$ cat src/rtl/uart_dump_pkg.sv
`default_nettype none
// ==========================================================================
// Package : uart_dump_pkg
// Brief   : Shared types and defaults for the UART acquisition-dump scheduler.
// Rev     : 1.0 - initial release
// ==========================================================================
package uart_dump_pkg;

  localparam int SAMPLE_W   = 16;
  localparam int DEF_ADDR_W = 22;
  localparam int DEF_DEPTH  = 4194304;
  localparam int DEF_CNT_W  = 24;

  typedef enum logic [2:0] {
    IDLE        = 3'd0,
    CALC        = 3'd1,
    RD_REQ      = 3'd2,
    RD_WAIT     = 3'd3,
    TX_SEND     = 3'd4,
    TX_WAIT     = 3'd5,
    FINISH      = 3'd6,
    ABORT_DRAIN = 3'd7
  } state_t;

endpackage
`default_nettype wire

$ cat src/rtl/uart_dump_scheduler_if.sv
`default_nettype none
// ==========================================================================
// Interface : uart_dump_scheduler_if
// Brief     : Sample-memory read port plus UART transmit handshake.
// Rev       : 1.0 - initial release
// ==========================================================================
interface uart_dump_scheduler_if
  import uart_dump_pkg::*;
#(
  parameter int ADDR_W = DEF_ADDR_W
);

  logic                rd_req;
  logic [ADDR_W-1:0]   rd_addr;
  logic                rd_ready;
  logic                rd_valid;
  logic [SAMPLE_W-1:0] rd_data;
  logic                send_uart;
  logic [SAMPLE_W-1:0] send_msg;
  logic                tx_done;

  modport master (
    output rd_req, rd_addr, send_uart, send_msg,
    input  rd_ready, rd_valid, rd_data, tx_done
  );

  modport slave (
    input  rd_req, rd_addr, send_uart, send_msg,
    output rd_ready, rd_valid, rd_data, tx_done
  );

endinterface
`default_nettype wire

$ cat src/rtl/dump_addr_gen.sv
`default_nettype none
// ==========================================================================
// Module : dump_addr_gen
// Brief  : Circular read-address generator and remaining-word counter.
// Rev    : 1.0 - initial release
// ==========================================================================
module dump_addr_gen
  import uart_dump_pkg::*;
#(
  parameter int ADDR_W = DEF_ADDR_W,
  parameter int DEPTH  = DEF_DEPTH,
  parameter int CNT_W  = DEF_CNT_W
) (
  input  logic              clk_PSRAM,
  input  logic              reset,
  input  logic              i_load,
  input  logic              i_step,
  input  logic [ADDR_W-1:0] i_trig_addr,
  input  logic [CNT_W-1:0]  i_before,
  input  logic [CNT_W:0]    i_total,
  output logic [ADDR_W-1:0] o_addr,
  output logic              o_rem_next_zero
);

  // Two guard bits hold trig + DEPTH without overflow; i_before <= DEPTH on load.
  localparam int              W       = ADDR_W + 2;
  localparam logic [W-1:0]    c_DEPTH = W'(DEPTH);

  logic [W-1:0]      w_sum;
  logic [ADDR_W-1:0] w_start;
  logic [ADDR_W-1:0] w_next_addr;
  logic [ADDR_W-1:0] r_addr;
  logic [CNT_W:0]    r_remaining;

  always_comb begin
    w_sum       = W'(i_trig_addr) + c_DEPTH - W'(i_before);
    w_start     = ADDR_W'((w_sum >= c_DEPTH) ? (w_sum - c_DEPTH) : w_sum);
    w_next_addr = ({2'b00, r_addr} == (c_DEPTH - W'(1))) ? '0 : (r_addr + ADDR_W'(1));
  end

  always_ff @(posedge clk_PSRAM) begin
    if (reset) begin
      r_addr      <= '0;
      r_remaining <= '0;
    end else if (i_load) begin
      r_addr      <= w_start;
      r_remaining <= i_total;
    end else if (i_step) begin
      r_addr      <= w_next_addr;
      r_remaining <= r_remaining - (CNT_W+1)'(1);
    end
  end

  // Zero flag of the post-decrement count, so the FSM can branch on the same edge it counts.
  assign o_rem_next_zero = (r_remaining == (CNT_W+1)'(1));
  assign o_addr          = r_addr;

endmodule
`default_nettype wire

$ cat src/rtl/uart_dump_scheduler.sv
`default_nettype none
// ==========================================================================
// Module : uart_dump_scheduler
// Brief  : Streams a captured acquisition window from sample memory to UART.
// Rev    : 1.0 - initial release
// ==========================================================================
module uart_dump_scheduler
  import uart_dump_pkg::*;
#(
  parameter int ADDR_W = DEF_ADDR_W,
  parameter int DEPTH  = DEF_DEPTH,
  parameter int CNT_W  = DEF_CNT_W
) (
  input  logic                 clk_PSRAM,
  input  logic                 reset,
  input  logic                 start,
  input  logic                 abort,
  input  logic [ADDR_W-1:0]    trig_addr,
  input  logic [CNT_W-1:0]     samples_before,
  input  logic [CNT_W-1:0]     samples_after,
  uart_dump_scheduler_if.master bus,
  output logic                 busy,
  output logic                 done,
  output logic                 err,
  output logic [CNT_W-1:0]     sent_cnt
);

  localparam logic [63:0] c_DEPTH64 = 64'(DEPTH);

  state_t              r_state;
  logic [ADDR_W-1:0]   r_trig;
  logic [CNT_W-1:0]    r_before;
  logic [CNT_W-1:0]    r_after;
  logic                r_tx_done_d;
  logic                r_tx_edge;
  logic                r_rd_req;
  logic                r_send_uart;
  logic [SAMPLE_W-1:0] r_send_msg;
  logic                r_done;
  logic                r_err;
  logic [CNT_W-1:0]    r_sent_cnt;

  logic [CNT_W:0]      w_total;
  logic                w_bad;
  logic                w_load;
  logic                w_step;
  logic [ADDR_W-1:0]   w_addr;
  logic                w_last;

  always_comb begin
    w_total = {1'b0, r_before} + {1'b0, r_after};
    w_bad   = (w_total == '0) || (64'(w_total) > c_DEPTH64) || (64'(r_before) > c_DEPTH64);
    w_load  = (r_state == CALC) && !abort && !w_bad;
    w_step  = (r_state == TX_WAIT) && r_tx_edge && !abort;
  end

  dump_addr_gen #(
    .ADDR_W (ADDR_W),
    .DEPTH  (DEPTH),
    .CNT_W  (CNT_W)
  ) u_addr_gen (
    .clk_PSRAM       (clk_PSRAM),
    .reset           (reset),
    .i_load          (w_load),
    .i_step          (w_step),
    .i_trig_addr     (r_trig),
    .i_before        (r_before),
    .i_total         (w_total),
    .o_addr          (w_addr),
    .o_rem_next_zero (w_last)
  );

  always_ff @(posedge clk_PSRAM) begin
    if (reset) begin
      r_state     <= IDLE;
      r_trig      <= '0;
      r_before    <= '0;
      r_after     <= '0;
      r_tx_done_d <= 1'b0;
      r_tx_edge   <= 1'b0;
      r_rd_req    <= 1'b0;
      r_send_uart <= 1'b0;
      r_send_msg  <= '0;
      r_done      <= 1'b0;
      r_err       <= 1'b0;
      r_sent_cnt  <= '0;
    end else begin
      // Registered edge: a tx_done level left high by the previous word never fires.
      r_tx_done_d <= bus.tx_done;
      r_tx_edge   <= bus.tx_done & ~r_tx_done_d;
      r_send_uart <= 1'b0;
      r_done      <= 1'b0;
      r_err       <= 1'b0;

      case (r_state)
        IDLE: begin
          if (start) begin
            r_trig   <= trig_addr;
            r_before <= samples_before;
            r_after  <= samples_after;
            r_state  <= CALC;
          end
        end

        CALC: begin
          if (abort) begin
            r_state <= IDLE;
          end else if (w_bad) begin
            r_err   <= 1'b1;
            r_state <= IDLE;
          end else begin
            r_sent_cnt <= '0;
            r_rd_req   <= 1'b1;
            r_state    <= RD_REQ;
          end
        end

        RD_REQ: begin
          if (abort) begin
            r_rd_req <= 1'b0;
            r_state  <= IDLE;
          end else if (bus.rd_ready) begin
            r_rd_req <= 1'b0;
            r_state  <= RD_WAIT;
          end
        end

        RD_WAIT: begin
          if (bus.rd_valid) begin
            // Data arriving with abort has nothing left to drain.
            if (abort) begin
              r_state <= IDLE;
            end else begin
              r_send_msg  <= bus.rd_data;
              r_send_uart <= 1'b1;
              r_state     <= TX_SEND;
            end
          end else if (abort) begin
            r_state <= ABORT_DRAIN;
          end
        end

        TX_SEND: begin
          r_state <= abort ? ABORT_DRAIN : TX_WAIT;
        end

        TX_WAIT: begin
          if (r_tx_edge) begin
            if (abort) begin
              r_state <= IDLE;
            end else begin
              r_sent_cnt <= r_sent_cnt + CNT_W'(1);
              if (w_last) begin
                r_state <= FINISH;
              end else begin
                r_rd_req <= 1'b1;
                r_state  <= RD_REQ;
              end
            end
          end else if (abort) begin
            r_state <= ABORT_DRAIN;
          end
        end

        FINISH: begin
          r_done  <= 1'b1;
          r_state <= IDLE;
        end

        ABORT_DRAIN: begin
          if (bus.rd_valid || r_tx_edge) begin
            r_state <= IDLE;
          end
        end

        default: r_state <= IDLE;
      endcase
    end
  end

  assign bus.rd_req    = r_rd_req;
  assign bus.rd_addr   = w_addr;
  assign bus.send_uart = r_send_uart;
  assign bus.send_msg  = r_send_msg;
  assign busy          = (r_state != IDLE);
  assign done          = r_done;
  assign err           = r_err;
  assign sent_cnt      = r_sent_cnt;

endmodule
`default_nettype wire

$ cat src/flat_wrapper.sv
// flat-port wrapper written by rule: the top's interface ports become plain ports
module uart_dump_scheduler_flat import uart_dump_pkg::*;
#(
  parameter int ADDR_W = DEF_ADDR_W,
  parameter int DEPTH  = DEF_DEPTH,
  parameter int CNT_W  = DEF_CNT_W
)
  (clk_PSRAM, reset, start, abort, trig_addr, samples_before, samples_after, busy, done, err, sent_cnt, bus_rd_req, bus_rd_addr, bus_send_uart, bus_send_msg, bus_rd_ready, bus_rd_valid, bus_rd_data, bus_tx_done);
  uart_dump_scheduler_if #(.ADDR_W(ADDR_W)) bus_i ();
  input  logic clk_PSRAM;
  input  logic reset;
  input  logic start;
  input  logic abort;
  input  logic [ADDR_W-1:0] trig_addr;
  input  logic [CNT_W-1:0] samples_before;
  input  logic [CNT_W-1:0] samples_after;
  output logic busy;
  output logic done;
  output logic err;
  output logic [CNT_W-1:0] sent_cnt;
  output wire logic [$bits(bus_i.rd_req)-1:0] bus_rd_req;
  output wire logic [$bits(bus_i.rd_addr)-1:0] bus_rd_addr;
  output wire logic [$bits(bus_i.send_uart)-1:0] bus_send_uart;
  output wire logic [$bits(bus_i.send_msg)-1:0] bus_send_msg;
  input wire logic [$bits(bus_i.rd_ready)-1:0] bus_rd_ready;
  input wire logic [$bits(bus_i.rd_valid)-1:0] bus_rd_valid;
  input wire logic [$bits(bus_i.rd_data)-1:0] bus_rd_data;
  input wire logic [$bits(bus_i.tx_done)-1:0] bus_tx_done;
  assign bus_rd_req = bus_i.rd_req;
  assign bus_rd_addr = bus_i.rd_addr;
  assign bus_send_uart = bus_i.send_uart;
  assign bus_send_msg = bus_i.send_msg;
  assign bus_i.rd_ready = bus_rd_ready;
  assign bus_i.rd_valid = bus_rd_valid;
  assign bus_i.rd_data = bus_rd_data;
  assign bus_i.tx_done = bus_tx_done;
  uart_dump_scheduler #(.ADDR_W(ADDR_W), .DEPTH(DEPTH), .CNT_W(CNT_W)) u_core (.clk_PSRAM(clk_PSRAM), .reset(reset), .start(start), .abort(abort), .trig_addr(trig_addr), .samples_before(samples_before), .samples_after(samples_after), .bus(bus_i), .busy(busy), .done(done), .err(err), .sent_cnt(sent_cnt));
endmodule
$ cat config.mk
export PLATFORM = sky130hd
export DESIGN_NAME = uart_dump_scheduler_flat
export DESIGN_NICKNAME = d
export VERILOG_FILES = /design/src/rtl/uart_dump_pkg.sv /design/src/rtl/uart_dump_scheduler_if.sv /design/src/rtl/dump_addr_gen.sv /design/src/rtl/uart_dump_scheduler.sv /design/src/flat_wrapper.sv
export SDC_FILE = /design/constraint.sdc
export NUM_CORES = 1
export LEC_CHECK = 0
export CAP_MARGIN = 0
export CORE_MARGIN = 5
export CORE_UTILIZATION = 50
export CTS_CLUSTER_SIZE = 20
export DETAILED_ROUTE_END_ITERATION = 10
export PLACE_DENSITY = 0.82
export SLEW_MARGIN = 5
export SYNTH_ARGS = -nofsm -noshare
export SYNTH_HDL_FRONTEND = slang
export SYNTH_HIERARCHICAL = 1
export SYNTH_SLANG_ARGS = --single-unit
export TNS_END_PERCENT = 30
$ cat constraint.sdc
create_clock -name clk_PSRAM -period 4.8 [get_ports clk_PSRAM]
set_clock_uncertainty 0.1 [all_clocks]
set_input_delay 0.96 -clock clk_PSRAM [delete_from_list [all_inputs] [get_ports clk_PSRAM]]
set_output_delay 0.96 -clock clk_PSRAM [all_outputs]
set_load 0.01 [all_outputs]
==> results of run 1 <==
## critical path, delay by kind of cell (launching register included)
kind | cells | cell delay [ps]
flip-flops | 1 | 330
buffers and inverters | 2 | 290
adder cells (fa/ha/maj) | 2 | 610
XOR/XNOR | 1 | 160
multiplexers | 1 | 160
AO/OA/AOI/OAI | 4 | 770
AND/OR/NAND/NOR | 7 | 2030
## cells by family (layout without fill, tap and decap cells)
logic type	count (synthesis)	after routing	share of synthesized area, %
and+or+nand+nor	574	574	27.0
AOI/OAI and AO/OA	368	368	22.8
DFF	166	166	32.8
buffers and inverters	123	263	4.72
xor gates and xnor gates	59	59	5.10
adders and majority gates	51	51	6.45
muxes	11	11	1.10
## cell usage in the layout (no fill, tap or decap), types with 4 or more instances in the layout
cell type	instances
inv_1	51
a211o_1	5
nand4_1	18
and3_1	10
xnor2_1	32
o31ai_1	21
inv_6	5
nor2_1	95
and4_1	6
a21oi_1	178
a211oi_1	35
clkbuf_16	17
nand2_1	264
o221ai_1	4
o21ai_0	36
o21a_1	11
nor3_2	5
or3_1	15
nor4_1	17
nor2b_1	8
nor3_1	33
nand3_1	35
xor2_1	27
and2_1	5
o211ai_1	14
or4_1	16
a21o_1	10
a221oi_1	9
nand2b_1	23
buf_4	21
ha_1	49
clkdlybuf4s50_1	158
mux2i_1	10
dfxtp_1	166
a31oi_1	9
## layer usage
metal  wire, um  up-vias  GRT usage [%]  share of wire [%]
met5          0        -              0                  0
met4        788        0           9.16                2.7
met3       2290       60           4.74                7.8
met2      12900      468           37.4                 44
met1      13300     4751           33.1                 45
li1           -     5094              -                  -
## power groups by stage
stage	Sequential, mW	Clock [mW]	Combinational, mW
finish	1.67	1.40	1.60
global route	1.69	1.47	1.76
CTS	1.67	1.42	1.57
detailed placement	1.70	0	1.55
global placement	1.69	0	1.51
floorplan	1.66	0	1.11
## state kept, by name (all words and copies together), names as in the netlist
signal / count
u_core/r_tx_edge: 1
u_core/r_after: 24
u_core/u_addr_gen/o_addr: 22
u_core/r_state: 3
u_core/u_addr_gen/r_remaining: 25
u_core/r_tx_done_d: 1
u_core/sent_cnt: 24
u_core/r_trig: 22
u_core/done: 1
u_core/err: 1
u_core/bus.rd_req: 1
u_core/r_before: 24
u_core/bus.send_uart: 1
u_core/bus.send_msg: 16
## path summary, 6_finish.rpt
kind / from / to / slack [ps] / cells after the start
max: u_core/r_before[0] / u_core/u_addr_gen/o_addr[19] / 170 / 17
min: u_core/r_tx_done_d / u_core/r_tx_edge / 290 / 1
max reg2reg: u_core/r_before[0] / u_core/u_addr_gen/o_addr[19] / 170 / 17
min reg2reg: u_core/r_tx_done_d / u_core/r_tx_edge / 290 / 1
## area by class of cell
cell class                 instances  area [um2]  share of cell area [%]
tap                              270         338                    2.69
inverter                          53         203                    1.62
clock inverter                    14         168                    1.34
timing repair buffer             179        1740                    13.9
sequential                       166        3320                    26.5
clock buffer                      17         425                    3.39
multi-input combinational       1063        6340                    50.6
## metrics by stage
step                utilization [%]  setup WS [ps]
finish                         62.4            172
global route                   62.4           13.5
CTS                            62.1            123
detailed placement             59.1            193
floorplan                         -            320
global placement               59.1            345
## what timing repair did
item                                    4_1_cts  5_1_grt
setup buffers                                 0        6
hold buffers                                  0        0
endpoints found under the setup margin        0       18
gates resized for setup                       0        3
==> metrics.md, run 1 <==
| Metric | Value |
|---|---|
| Clk sinks | `166` |
| Nets | `1,624` |
| Placed insts | `1,725` |
| Syn avg cell area | `7.49 um2` |
| Reg clk slew, reported paths | `70 ps` |
| Via density per instance | `5.89` |
| Filler Cell Count | `1,733` |
| Max Cap Viol | `0` |
| Cts bufs inserted | `17` |
| Hpwl dp | `21,700 um` |
| Fmax | `216 MHz` |
| Post-synthesis sequential area ratio | `32.8%` |
| Largest cells by area after synthesis | `dfxtp_1 33%, nand2_1 9.8%, a21oi_1 8.8%, ha_1 6.1%, nor2_1 3.6%` |
| Antenna violations before repair | `0` |
| Area leader, netlist | `dfxtp_1` |
| Post-synth top area share | `32.8%` |
| Drt drc | `0` |
| Post-synth top flop | `dfxtp_1` |
| CP Launch Type | `flop` |
| Clk_lat worst skew | `430 ps` |
| Critical path cell sequence | `ha_1, inv_1, fa_1, nor2b_1, o2111ai_1, a211oi_2, nor3_1, xnor2_1, or4_4, or4_4, nor3_1, o21ai_1, nor2_4, clkinvlp_4, or3_1, mux2i_1, a2111oi_0` |
| Die height | `152 um` |
| Hold slack | `294 ps` |
| Comb pwr share | `34.3%` |
| Sw frac | `37.0%` |
| Max clock buf depth | `2` |
| First-pass GRT wire length | `47,300 um` |
| RSZ-0062 raised after global routing | `false` |
| Flop pwr share | `35.8%` |
| Final Hold Fails | `0` |
| Worst Hold Class | `flop to flop` |
| CTS tree | `done` |
| Slew HR | `17.1%` |
| Slowest-stage cell, CP | `or4_4` |
| Final Power | `4.68 mW` |
| Final Slew Violations | `0` |
| Top Ports | `160` |
| Post-synth design cell area | `10,100 um2` |
| Setup total negative slack | `0 ps` |
| Root buffer cell | `clkbuf_16` |
| Worst setup EP type | `flop` |
| Synth-to-Final Area Change | `23.8%` |
| Vias in the first global route | `9,484` |
| Crit Path Class | `flop to flop` |
| Syn Inst Count | `1,352` |
| Post-route design area | `12,500 um2` |
| Gr ovfl total | `0` |
| Ant. Diodes | `0` |
| H-Tree Depth | `4` |
| Std-Cell Rows | `52` |
| LEAKAGE | `4.68 nW` |
| Core box area | `20,100 um2` |
| Switch Pwr | `1.73 mW` |
| Worst EP arrival | `4790 ps` |
| Total number of vias | `10,400` |
| Synthesized Nets | `1,496` |
| Post-synth ARST share | `0%` |
| Largest net degree at the start of global routing | `77` |
| Final min period | `4630 ps` |
| GRT Util Overall | `24.0%` |
| Layout cells sized above 1 | `5.70%` |
| EDFF count, synth | `0` |
| Worst vdd ir | `0.304 mV` |
| Pint | `2.95 mW` |
| Top cells by count, synth | `265 x nand2_1, 178 x a21oi_1, 166 x dfxtp_1, 97 x nor2_1, 57 x clkbuf_1` |
| Antenna Nets Post-Route | `0` |
| Placement Cell Area | `11,900 um2` |
| Synth cell types | `77` |
| Worst slew pin tran | `1240 ps` |
| Die width | `152 um` |
| DR iter-0 viols | `1,043` |
| Routed wire length | `29,300 um` |
| Fin cells | `1,762` |
| Crit share post-route | `96.4%` |
| Clk network pwr share | `29.9%` |
| Seq cells post-synth | `166` |
| Crit-path max FO | `9` |
| Slowest stage delay, CP | `460 ps` |
| Die area | `23,200 um2` |
| Status | `finished, final reports clean` |
| Yosys warnings | `6` |
| DRT Pass-1 Iters | `9` |
| Initial core utilization | `50.4%` |
| Most frequent cell after synthesis | `nand2_1` |
| PortBufs | `159` |
| Power Density | `373 nW/um2` |
| WL/cell | `16.6 um` |
| RD Place Congestion | `0.935` |
| Critical Path RT | `4960 ps` |
| Final setup viols | `0` |
Note: power is estimated with default switching activity, not from simulation.
==> run 2, diff against run 1 <==
- PLACE_DENSITY: 0.82 -> 0.78
==> run 2 against run 1 <==
Critical path depth shrank 1. First-iteration DRC count decreased by 13%. Sequential power is essentially flat. Setup slack improved by 29 ps. Clock-buffer cell count increased by 4.
==> metrics.md, run 2 (synthesis gave the netlist of run 1 again) <==
| Metric | Value |
|---|---|
| Die area | `23,200 um2 (unchanged)` |
| Top reg by flops | `u_core/u_addr_gen/r_remaining (unchanged)` |
| Slowest stage delay, CP | `570 ps (was 460 ps)` |
| Final Hold Fails | `0 (unchanged)` |
| Core Util, Final | `62.3% (was 62.4%)` |
| Crit-path max FO | `9 (unchanged)` |
| PortBufs | `159 (unchanged)` |
| R2r startpoint | `u_core/r_before[0] (unchanged)` |
| Gr ovfl total | `0 (unchanged)` |
| Final worst slack | `201 ps (was 172 ps)` |
| Flip-flop count of the largest register after layout | `25 (unchanged)` |
| Worst slew pin tran | `909 ps (was 1240 ps)` |
| Power Density | `377 nW/um2 (was 373 nW/um2)` |
| Routed wire length | `29,100 um (was 29,300 um)` |
| Worst setup EP type | `flop (unchanged)` |
| Register cell area after layout | `3320 um2 (unchanged)` |
| Slew HR | `39.2% (was 17.1%)` |
| Most common cell after layout, fill and taps aside | `nand2_1 (unchanged)` |
| Core box area | `20,100 um2 (unchanged)` |
| Total number of vias | `10,100 (was 10,400)` |
| Crit path from | `u_core/r_before[0] (unchanged)` |
| Start point of the worst hold path | `u_core/r_tx_done_d (unchanged)` |
| # resized after CTS | `0 (unchanged)` |
| Synth-to-Final Area Change | `23.7% (was 23.8%)` |
| Post-CTS Setup Inserts | `0 (unchanged)` |
| Root buffer cell | `clkbuf_16 (unchanged)` |
| RD Place Congestion | `0.948 (was 0.935)` |
| Vias in the first global route | `9,310 (was 9,484)` |
| Clk sinks | `166 (unchanged)` |
| Setup total negative slack | `0 ps (unchanged)` |
| Clk_lat worst skew | `430 ps (about the same)` |
| Largest net degree at the start of global routing | `76 (was 77)` |
| Nets | `1,618 (was 1,624)` |
| CTS tree | `done (unchanged)` |
| Final setup viols | `0 (unchanged)` |
| Crit Path Class | `flop to flop (unchanged)` |
| Final min period | `4600 ps (was 4630 ps)` |
| Max Cap Viol | `0 (unchanged)` |
| LEAKAGE | `4.66 nW (was 4.68 nW)` |
| Filler Cell Count | `1,795 (was 1,733)` |
| Std-Cell Rows | `52 (unchanged)` |
| Pre-CTS WS | `272 ps (was 193 ps)` |
| Fmax | `217 MHz (was 216 MHz)` |
| Cts bufs inserted | `17 (unchanged)` |
| Antenna violations before repair | `0 (unchanged)` |
| Worst Hold Class | `flop to flop (unchanged)` |
| Final Slew Violations | `0 (unchanged)` |
| H-Tree Depth | `4 (unchanged)` |
| Via density per instance | `5.76 (was 5.89)` |
| Area occupied by multi-input gates | `6340 um2 (about the same)` |
| WL/cell | `16.6 um (about the same)` |
| First-pass GRT wire length | `46,900 um (was 47,300 um)` |
| Status | `finished, final reports clean (unchanged)` |
| Critical Path RT | `5050 ps (was 4960 ps)` |
| Drt drc | `0 (unchanged)` |
| Critical path cell sequence | `ha_1, inv_1, fa_1, nor2b_1, o2111ai_1, a211oi_1, nor3_1, xnor2_1, or4_4, or4_4, nor3_1, o21ai_1, nor2_4, nand2b_1, or4_1, o211ai_1 (was ha_1, inv_1, fa_1, nor2b_1, o2111ai_1, a211oi_2, nor3_1, xnor2_1, or4_4, or4_4, nor3_1, o21ai_1, nor2_4, clkinvlp_4, or3_1, mux2i_1, a2111oi_0)` |
| Max clock buf depth | `2 (unchanged)` |
| GRT Util Overall | `24.1% (was 24.0%)` |
| Reg clk slew, reported paths | `60 ps (was 70 ps)` |
| Top Ports | `160 (unchanged)` |
| Initial core utilization | `50.4% (unchanged)` |
| Worst vdd ir | `0.293 mV (was 0.304 mV)` |
| Die height | `152 um (unchanged)` |
| CP Launch Type | `flop (unchanged)` |
| Slowest-stage cell, CP | `or4_1 (was or4_4)` |
| Worst EP arrival | `4850 ps (was 4790 ps)` |
| Ant. Diodes | `0 (unchanged)` |
| RSZ-0062 raised after global routing | `false (unchanged)` |
| Antenna Nets Post-Route | `0 (unchanged)` |
| Hpwl dp | `21,700 um (about the same)` |
| DRT Pass-1 Iters | `6 (was 9)` |
| DR iter-0 viols | `904 (was 1,043)` |
| Cts-stage hold buffer count | `0 (unchanged)` |
| Layout cells sized above 1 | `5.11% (was 5.70%)` |
| Die width | `152 um (unchanged)` |
| Commonest non-fill, non-tap cells in the layout | `264 x nand2_1, 178 x a21oi_1, 166 x dfxtp_1 (unchanged)` |
| Crit share post-route | `95.8% (was 96.4%)` |
run 2: cell count changes in the layout (fill, tap and decap cells not counted), sizes merged:
cell | before | now
buf | 21 | 15
bufinv | 2 | 4
clkbuf | 17 | 21
clkinv | 7 | 5
clkinvlp | 1 | 2
inv | 57 | 53
run 2: power breakdown:
part	total [mW]	internal, mW	switching, mW	leakage [nW]
logic	1.58	0.643	0.940	3.01
registers	1.67	1.52	0.157	1.35
clock network	1.47	0.900	0.571	0.304
total	4.73	3.06	1.67	4.66
run 2: area by class of cell:
type,count,share of cell area (%)
multi-input combinational,1063,50.6
timing repair buffer,173,13.5
tap,270,2.70
clock inverter,11,1.37
clock buffer,21,3.67
sequential,166,26.5
inverter,53,1.59
run 2: path summary, 6_finish.rpt:
kind	endpoint	slack, ps	depth (start not counted)
hold / removal	u_core/r_tx_edge	290	1
hold reg to reg	u_core/r_tx_edge	290	1
setup / recovery	u_core/u_addr_gen/o_addr[21]	200	16
setup reg to reg	u_core/u_addr_gen/o_addr[21]	200	16
run 2: per-stage QoR:
stage,std cells,power [mW],instance area (um2),hold WS (ps)
after floorplan,1352,2.77,10100,267
after global placement,1725,3.22,11900,275
after detailed placement,1725,3.24,11900,273
after CTS,1757,4.73,12500,287
after global routing,1757,4.98,12500,315
final,1757,4.73,12500,288
run 2: layer usage:
metal / share of wire, % / global-route usage (%) / routed length, um / up-vias
met2: 43 / 37.3 / 12600 / 378
met3: 7.1 / 5.03 / 2080 / 60
met4: 3.1 / 9.97 / 903 / 0
li1: - / - / - / 5069
met1: 46 / 32.8 / 13500 / 4621
met5: 0 / 0 / 0 / -
run 2: worst max-delay path: cells and delay by family (launching register included):
family | cells | cell delay, ps
XOR/XNOR | 1 | 160
AND/OR/NAND/NOR | 8 | 2380
AO/OA/AOI/OAI | 4 | 870
flip-flops | 1 | 340
buffers and inverters | 1 | 60
adder cells (fa/ha/maj) | 2 | 600
